<file path="config.mk">
export PLATFORM = sky130hd
export DESIGN_NAME = serial_add_driver
export DESIGN_NICKNAME = d
export VERILOG_FILES = /design/src/rtl/serial_add_driver.sv
export SDC_FILE = /design/constraint.sdc
export NUM_CORES = 1
export LEC_CHECK = 0
export CAP_MARGIN = 0
export CORE_ASPECT_RATIO = 0.8
export CORE_MARGIN = 1
export CORE_UTILIZATION = 50
export CTS_BUF_LIST = sky130_fd_sc_hd__clkbuf_16
export DETAILED_ROUTE_END_ITERATION = 8
export GPL_TIMING_DRIVEN = 0
export PLACE_DENSITY = 0.83
export SETUP_SLACK_MARGIN = 0.05
export SYNTH_ARGS = -nofsm -noshare
export SYNTH_HDL_FRONTEND = slang
export SYNTH_SLANG_ARGS = --single-unit
</file>
<file path="constraint.sdc">
create_clock -name clk -period 2.1 [get_ports clk]
set_clock_uncertainty 0.2 [all_clocks]
set_input_delay 0.42 -clock clk [delete_from_list [all_inputs] [get_ports clk]]
set_output_delay 0.42 -clock clk [all_outputs]
set_load 0.01 [all_outputs]
</file>
<file path="src/rtl/serial_add_driver.sv">
// Parallel-to-serial operand driver and serial-to-parallel sum collector for the bit-serial adder.
// Optional SERIAL_SUB_EN adds a 'sub' input for A-B via carry preset and inverted B.
module serial_add_driver #(
    parameter int WIDTH = 8
) (
    input  logic             clk,
    input  logic             rst_n,
    input  logic             start,
    input  logic [WIDTH-1:0] a_in,
    input  logic [WIDTH-1:0] b_in,
`ifdef SERIAL_SUB_EN
    input  logic             sub,
`endif
    output logic             ser_a,
    output logic             ser_b,
    input  logic             ser_sum_in,
    output logic             busy,
    output logic             done,
    output logic [WIDTH:0]   result
);

    localparam int CW = $clog2(WIDTH + 1);
    localparam logic [CW-1:0] LAST = CW'(WIDTH);

    typedef enum logic [2:0] {IDLE, FLUSH, SHIFT, DRAIN, DONE} state_t;

    state_t         state, next;
    logic [CW-1:0]  cnt;
    logic [WIDTH:0] a_sh, b_sh, cap, res_q, b_load;
    logic           cap_en, load, flush_bit;

`ifdef SERIAL_SUB_EN
    logic sub_q;

    always_ff @(posedge clk) begin
        if (!rst_n)
            sub_q <= 1'b0;
        else if (load)
            sub_q <= sub;
    end

    // Pad bit stays 0 so result[WIDTH] reads as the no-borrow flag.
    assign flush_bit = sub_q;
    assign b_load    = sub ? {1'b0, ~b_in} : {1'b0, b_in};
`else
    assign flush_bit = 1'b0;
    assign b_load    = {1'b0, b_in};
`endif

    always_comb begin
        next  = state;
        load  = 1'b0;
        ser_a = 1'b0;
        ser_b = 1'b0;
        unique case (state)
            IDLE: begin
                if (start) begin
                    load = 1'b1;
                    next = FLUSH;
                end
            end
            FLUSH: begin
                // Drives the adder's carry register to a known value.
                ser_a = flush_bit;
                ser_b = flush_bit;
                next  = SHIFT;
            end
            SHIFT: begin
                ser_a = a_sh[0];
                ser_b = b_sh[0];
                if (cnt == LAST)
                    next = DRAIN;
            end
            DRAIN: next = DONE;
            DONE: begin
                if (start) begin
                    load = 1'b1;
                    next = FLUSH;
                end else begin
                    next = IDLE;
                end
            end
            default: next = IDLE;
        endcase
    end

    always_ff @(posedge clk) begin
        if (!rst_n) begin
            state  <= IDLE;
            cnt    <= '0;
            a_sh   <= '0;
            b_sh   <= '0;
            cap    <= '0;
            cap_en <= 1'b0;
            res_q  <= '0;
        end else begin
            state  <= next;
            cap_en <= (state == SHIFT);
            if (load) begin
                a_sh <= {1'b0, a_in};
                b_sh <= b_load;
                cnt  <= '0;
            end else if (state == SHIFT) begin
                a_sh <= a_sh >> 1;
                b_sh <= b_sh >> 1;
                cnt  <= cnt + CW'(1);
            end
            if (cap_en)
                cap <= {ser_sum_in, cap[WIDTH:1]};
            // Last sample arrives on the DRAIN edge, so publish it alongside the shifted register.
            if (state == DRAIN)
                res_q <= {ser_sum_in, cap[WIDTH:1]};
        end
    end

    assign busy   = (state == FLUSH) || (state == SHIFT) || (state == DRAIN);
    assign done   = (state == DONE);
    assign result = res_q;

endmodule

</file>
* After elaboration in Yosys (flattened, before gate mapping)
Index checks and enable logic that the tools add are counted.
** Operators by class
- Add/subtract/negate cells :: 1
- Eq/ne operators :: 7
- Multiplexer cells :: 12
- Bitwise gates (word level) :: 1
- Reduce and logical (&&, ||, !) cells :: 7
** Operators with widths (count)
- $mux 8 :: 4
- $pmux 3 s5 :: 1
- $eq 3x2->1 const B :: 2
- $mux 3 :: 2
- $mux 1 :: 5
- $add 4x1->4 const B :: 1
- $eq 4x4->1 const B :: 1
- $ne 2x2->1 const B :: 2
- $reduce_or 2->1 :: 2
- $eq 3x1->1 const B :: 1
- $eq 3x3->1 const B :: 1
- $logic_not 3->1 :: 1
- $logic_or 1x1->1 :: 2
- $reduce_and 2->1 :: 1
- $reduce_bool 2->1 :: 1
- $not 1->1 :: 1
** Storage, ports and cells
- Register bits after elaboration :: 42
- Input bits :: 20
- Output and inout bits :: 13

* Longest topological paths before layout
- Depth in word-level cells :: 4
- Depth in mapped cells :: 6

* Worst setup path before layout
Ideal clock, no wire load.
- Kind :: register to output
- From :: register state[1]
- To :: output ser_a
- Data arrival time :: 1213 ps
- Required time :: 1480 ps
- Path slack :: 267 ps
- Stages on the path, launching flop included :: 5
- Buffers on the path :: 2
- Cells stage by stage :: dfxtp_1 -> buf_4 -> nor3b_2 -> buf_2 -> and2_1
** On the way
- Longest elaborated chain between the ends :: 2
** RTL lines
- from (decl) :: RTL line 27 : state_t state, next;
- from (signal assigned) :: RTL line 97 : state <= next;
- $eq 3x2->1 :: RTL line 55 : unique case (state)
- $mux 1 :: RTL line 55
- to (decl) :: RTL line 14 : output logic ser_a,
Every way passes these cells.

* Worst setup path in the final report
- From :: input start
- To :: register a_sh[5]
** On the way
- Longest elaborated chain between the ends :: 3
- Elaborated cells between the ends (all ways) :: 4
** RTL lines
- from (decl) :: RTL line 8 : input logic start,
- $mux 1 (*) :: RTL line 57, 76
- $mux 1 (*)
- $mux 8 / $reduce_bool 2->1 (equally long branches)
- to (signal assigned) :: RTL line 100 : a_sh <= {1'b0, a_in};
- to (signal assigned) :: RTL line 104 : a_sh <= a_sh >> 1;
- to (decl) :: RTL line 29 : logic [WIDTH:0] a_sh, b_sh, cap, res_q, b_load;
Every way passes the cells marked *; elsewhere a longest branch is shown, timed or not.
A chain may end at the register's enable or synchronous reset.

==> impl_summary.log <==
[metrics] antenna diode instance count: 0
[metrics] FMAX: 507 MHz
[metrics] count of yosys warnings during synthesis: 0
[metrics] fraction of synthesized cell area taken by the top area cell type: 0.503
[metrics] Setup TNS: 0 ns
[metrics] Yosys top cell by area: sky130_fd_sc_hd__dfxtp_1
[metrics] Initial Util: 0.525
[metrics] maximum VDD drop: about 0.53 mV
[metrics] total number of nets in the final design: 246
[metrics] Worst Path Required: 2.08 ns
[metrics] DRC marker count from the first detailed-route iteration: 124
[metrics] H-tree levels: 2
[metrics] synthesized instance count: ~180
[metrics] MaxCap Viol Count: 0
[metrics] part of the Yosys area used for sequential elements: 0.503
[metrics] share of the clock period used by the worst path: 0.939
[metrics] fraction of layout cells with a size suffix above 1: 0.107
[metrics] DRT Pass-1 Iters: 4
[metrics] area of combinational cells with multiple inputs: between 700 and 800 um2
[metrics] FP Rows: 18
[metrics] slowest library cell on the worst path: sky130_fd_sc_hd__clkdlybuf4s50_1
[metrics] chain of cells forming the critical path: clkdlybuf4s50_1, or3b_2, buf_2, buf_2, o21ai_0, a21oi_1
[metrics] type of origin of the critical path: primary input
[metrics] cell types with the largest area share after synthesis: sky130_fd_sc_hd__dfxtp_1 50%, sky130_fd_sc_hd__mux2i_1 11%, sky130_fd_sc_hd__a21oi_1 8.6%, sky130_fd_sc_hd__nor2_1 4.8%, sky130_fd_sc_hd__nand2_1 3.7%
[metrics] static power due to leakage: about 0.9 nW
[metrics] net switching power: about 440 uW
[metrics] cell seen most often among critical-path stages: sky130_fd_sc_hd__buf_2
[metrics] internal cell power: between 1 and 1.5 mW
[metrics] # port buffers: 32
[metrics] number of global-route vias before repair: 1296
[metrics] hold violation count in the final report: 0
[metrics] main flop type after synthesis: sky130_fd_sc_hd__dfxtp_1
[metrics] Seq cells post-synth: 41
[metrics] critical setup path kind: in2reg
[metrics] total number of vias: 1414
[metrics] Synthesized Nets: ~210
[metrics] min Tclk post-route: ~2.0 ns
[metrics] final worst hold slack: roughly 0.26 ns
[metrics] weighted congestion at the end of routability-driven global placement: 0.742
[metrics] Critical Path End Type: register
[metrics] CTS Buffer Depth: 2
[metrics] Commonest cells post-synth: 41 x sky130_fd_sc_hd__dfxtp_1, 28 x sky130_fd_sc_hd__a21oi_1, 21 x sky130_fd_sc_hd__nor2_1
[metrics] area of the die: around 0.0035 mm2
[metrics] Remaining Overflow, GRT: 0
[metrics] Final Power: about 1.8 mW
[metrics] combinational power share: 0.126
[metrics] transition time at the pin with the least slew margin: 0.572 ns
[metrics] number of sinks driven by the clock tree: slightly above 40
[metrics] library cell with the highest instance count after synthesis: sky130_fd_sc_hd__dfxtp_1
[metrics] overall die width: roughly 66 um
[metrics] number of enable-type register cells in the synthesized netlist: 0
[metrics] Power Dens Cells: 827 mW/mm2
[metrics] area of the core: 0.00311 mm2
[metrics] register share of total power: 0.466
[metrics] drt via density: roughly 5.3
[metrics] syn_area_per_cell: 8.92 um2
[metrics] Slowest Stage Delay on Critical Path: around 0.50 ns
[metrics] CP delay by family, top: buffers and inverters
[metrics] vertical die dimension: between 50 and 60 um
[metrics] Clk pin slew, worst setup/hold paths: 0.06 ns
[metrics] P&R area growth vs syn: 33.1%
[metrics] final worst-path setup slack: roughly 0.13 ns
[metrics] # fillers: 248
[metrics] Tightest Hold Check Type: reg2reg
[metrics] Final Core Density: 0.698
[metrics] FFs w/ async S/R, synth: 0
[metrics] Post-DP HPWL: between 2000 and 2500 um
[metrics] Switching Share: 0.243
[metrics] Sequential Area: about 820 um2
[metrics] Global Route Usage Sum: 0.235
[metrics] critical path fanouts, max: 10
[metrics] insertion delay to the later sink of the worst-skew pair: 0.28 ns
[metrics] arrival time of data at the critical path endpoint: approximately 2.0 ns
[metrics] Remaining DRCs: 0
[metrics] number of distinct library cell variants in the gate-level netlist after synthesis: 25
[metrics] result of the run: complete, no violations
[metrics] buffers plus inverters on the worst setup path: 3
[metrics] CTS root buf: sky130_fd_sc_hd__clkbuf_16
[metrics] maximum number of pins on one net before global-route repair: 14
[metrics] number of slew-limit violations in the final report: 0
[metrics] top-level I/O count: 33
[metrics] final routed wirelength across all metal layers: around 3600 um
[metrics] setup violators final: 0
[metrics] drt wl/cell: approximately 13 um
[metrics] unrepaired setup endpoints after global routing: false
[metrics] post-synth design cell area: between 0.0015 and 0.002 mm2
[metrics] clock network fraction of design power: 0.408
[metrics] pre-CTS WS: -0.461 ns
[metrics] residual antenna-violating net count after detailed routing: 0
[metrics] clock tree from TritonCTS: done
[metrics] wire length of the first global-routing pass: a little under 6000 um
[metrics] number of antenna violations at the first check in global routing: 0
[metrics] headroom to the max-slew limit: 0.619
[metrics] number of buffers created by CTS: 5
## sequential cells by signal, summed over array words and instances, names as in the netlist
name    count
cap         8
a_sh        8
cap_en      1
cnt         4
state       3
result      9
b_sh        8
## power groups by stage
| stage | Clock (mW) | Sequential [mW] | Combinational [mW] |
|---|---|---|---|
| 5_1_grt | 0.782 | 0.841 | 0.252 |
| 3_3_place_gp | 0 | 0.851 | 0.207 |
| 3_5_place_dp | 0 | 0.852 | 0.212 |
| 2_1_floorplan | 0 | 0.848 | 0.135 |
| 6_report | 0.732 | 0.837 | 0.227 |
| 4_1_cts | 0.734 | 0.836 | 0.225 |
## per-stage QoR
step,std cells,cell area [um2]
final,265,2170
after global routing,265,2170
after CTS,265,2170
after detailed placement,255,2000
after global placement,255,2000
after floorplan,183,1630
## path summary, 6_finish.rpt
check | to | cells after the start | start | slack (ns)
setup / recovery | a_sh[5] | 6 | start | 0.13
hold / removal | a_sh[5] | 2 | a_sh[5] | 0.26
setup reg to reg | cnt[2] | 6 | state[0] | 0.24
hold reg to reg | a_sh[5] | 2 | a_sh[5] | 0.26
## tightest hold or removal path, stage by stage (launching register included)
cell                      delay [ns]
sky130_fd_sc_hd__dfxtp_1        0.31
sky130_fd_sc_hd__nand2_1        0.05
sky130_fd_sc_hd__a21oi_1        0.05
## final cells by class
type	instances	area share
Buffer	14	0.0352
Clock buffer	5	0.0576
Clock inverter	3	0.00807
Inverter	4	0.00692
Multi-Input combinational cell	124	0.341
Sequential cell	41	0.378
Tap cell	40	0.0231
Timing Repair Buffer	34	0.150
## logic make-up (layout without fill, tap and decap cells)
| family | Yosys count | after routing | synth area share |
|---|---|---|---|
| AOI/OAI and AO/OA | 44 | 44 | 0.142 |
| xor gates and xnor gates | 1 | 1 | 0.00537 |
| adders and majority gates | 2 | 2 | 0.0153 |
| buffers and inverters | 18 | 60 | 0.0491 |
| DFF | 41 | 41 | 0.503 |
| muxes | 18 | 18 | 0.110 |
| and+or+nand+nor | 59 | 59 | 0.175 |
## placed cells by master, fill, tap and decap left out, drive strengths merged
master / instances
clkinvlp: 1
clkinv: 2
dlygate4sd2: 1
o21ai: 11
dlymetal6s2s: 1
clkdlybuf4s50: 28
nor4bb: 1
mux2i: 18
nand3: 7
a22oi: 4
nor3b: 2
nor2: 21
nand2: 16
or3b: 2
nor3: 4
a21oi: 28
or3: 2
ha: 2
o22ai: 1
nand3b: 1
inv: 4
dfxtp: 41
xnor2: 1
buf: 11
and2: 3
clkbuf: 12
## metal layers
layer / vias up / track usage / part of all wire / routed length (um)
met2: 38 / 0.355 / 0.46 / 1640
met5: - / 0 / 0 / 0
met4: 0 / 0.0906 / 0.016 / 58
met3: 8 / 0.0797 / 0.044 / 158
li1: 709 / - / - / -
met1: 659 / 0.306 / 0.48 / 1700
## repair_timing
item | CTS | global route
setup buffers | 2 | 0
pin swaps | 0 | 1
setup endpoints to repair | 3 | 14
resized for setup | 8 | 7
hold buffers | 0 | 0
cloned | 0 | 0
Power figures use the tool's default switching activity.
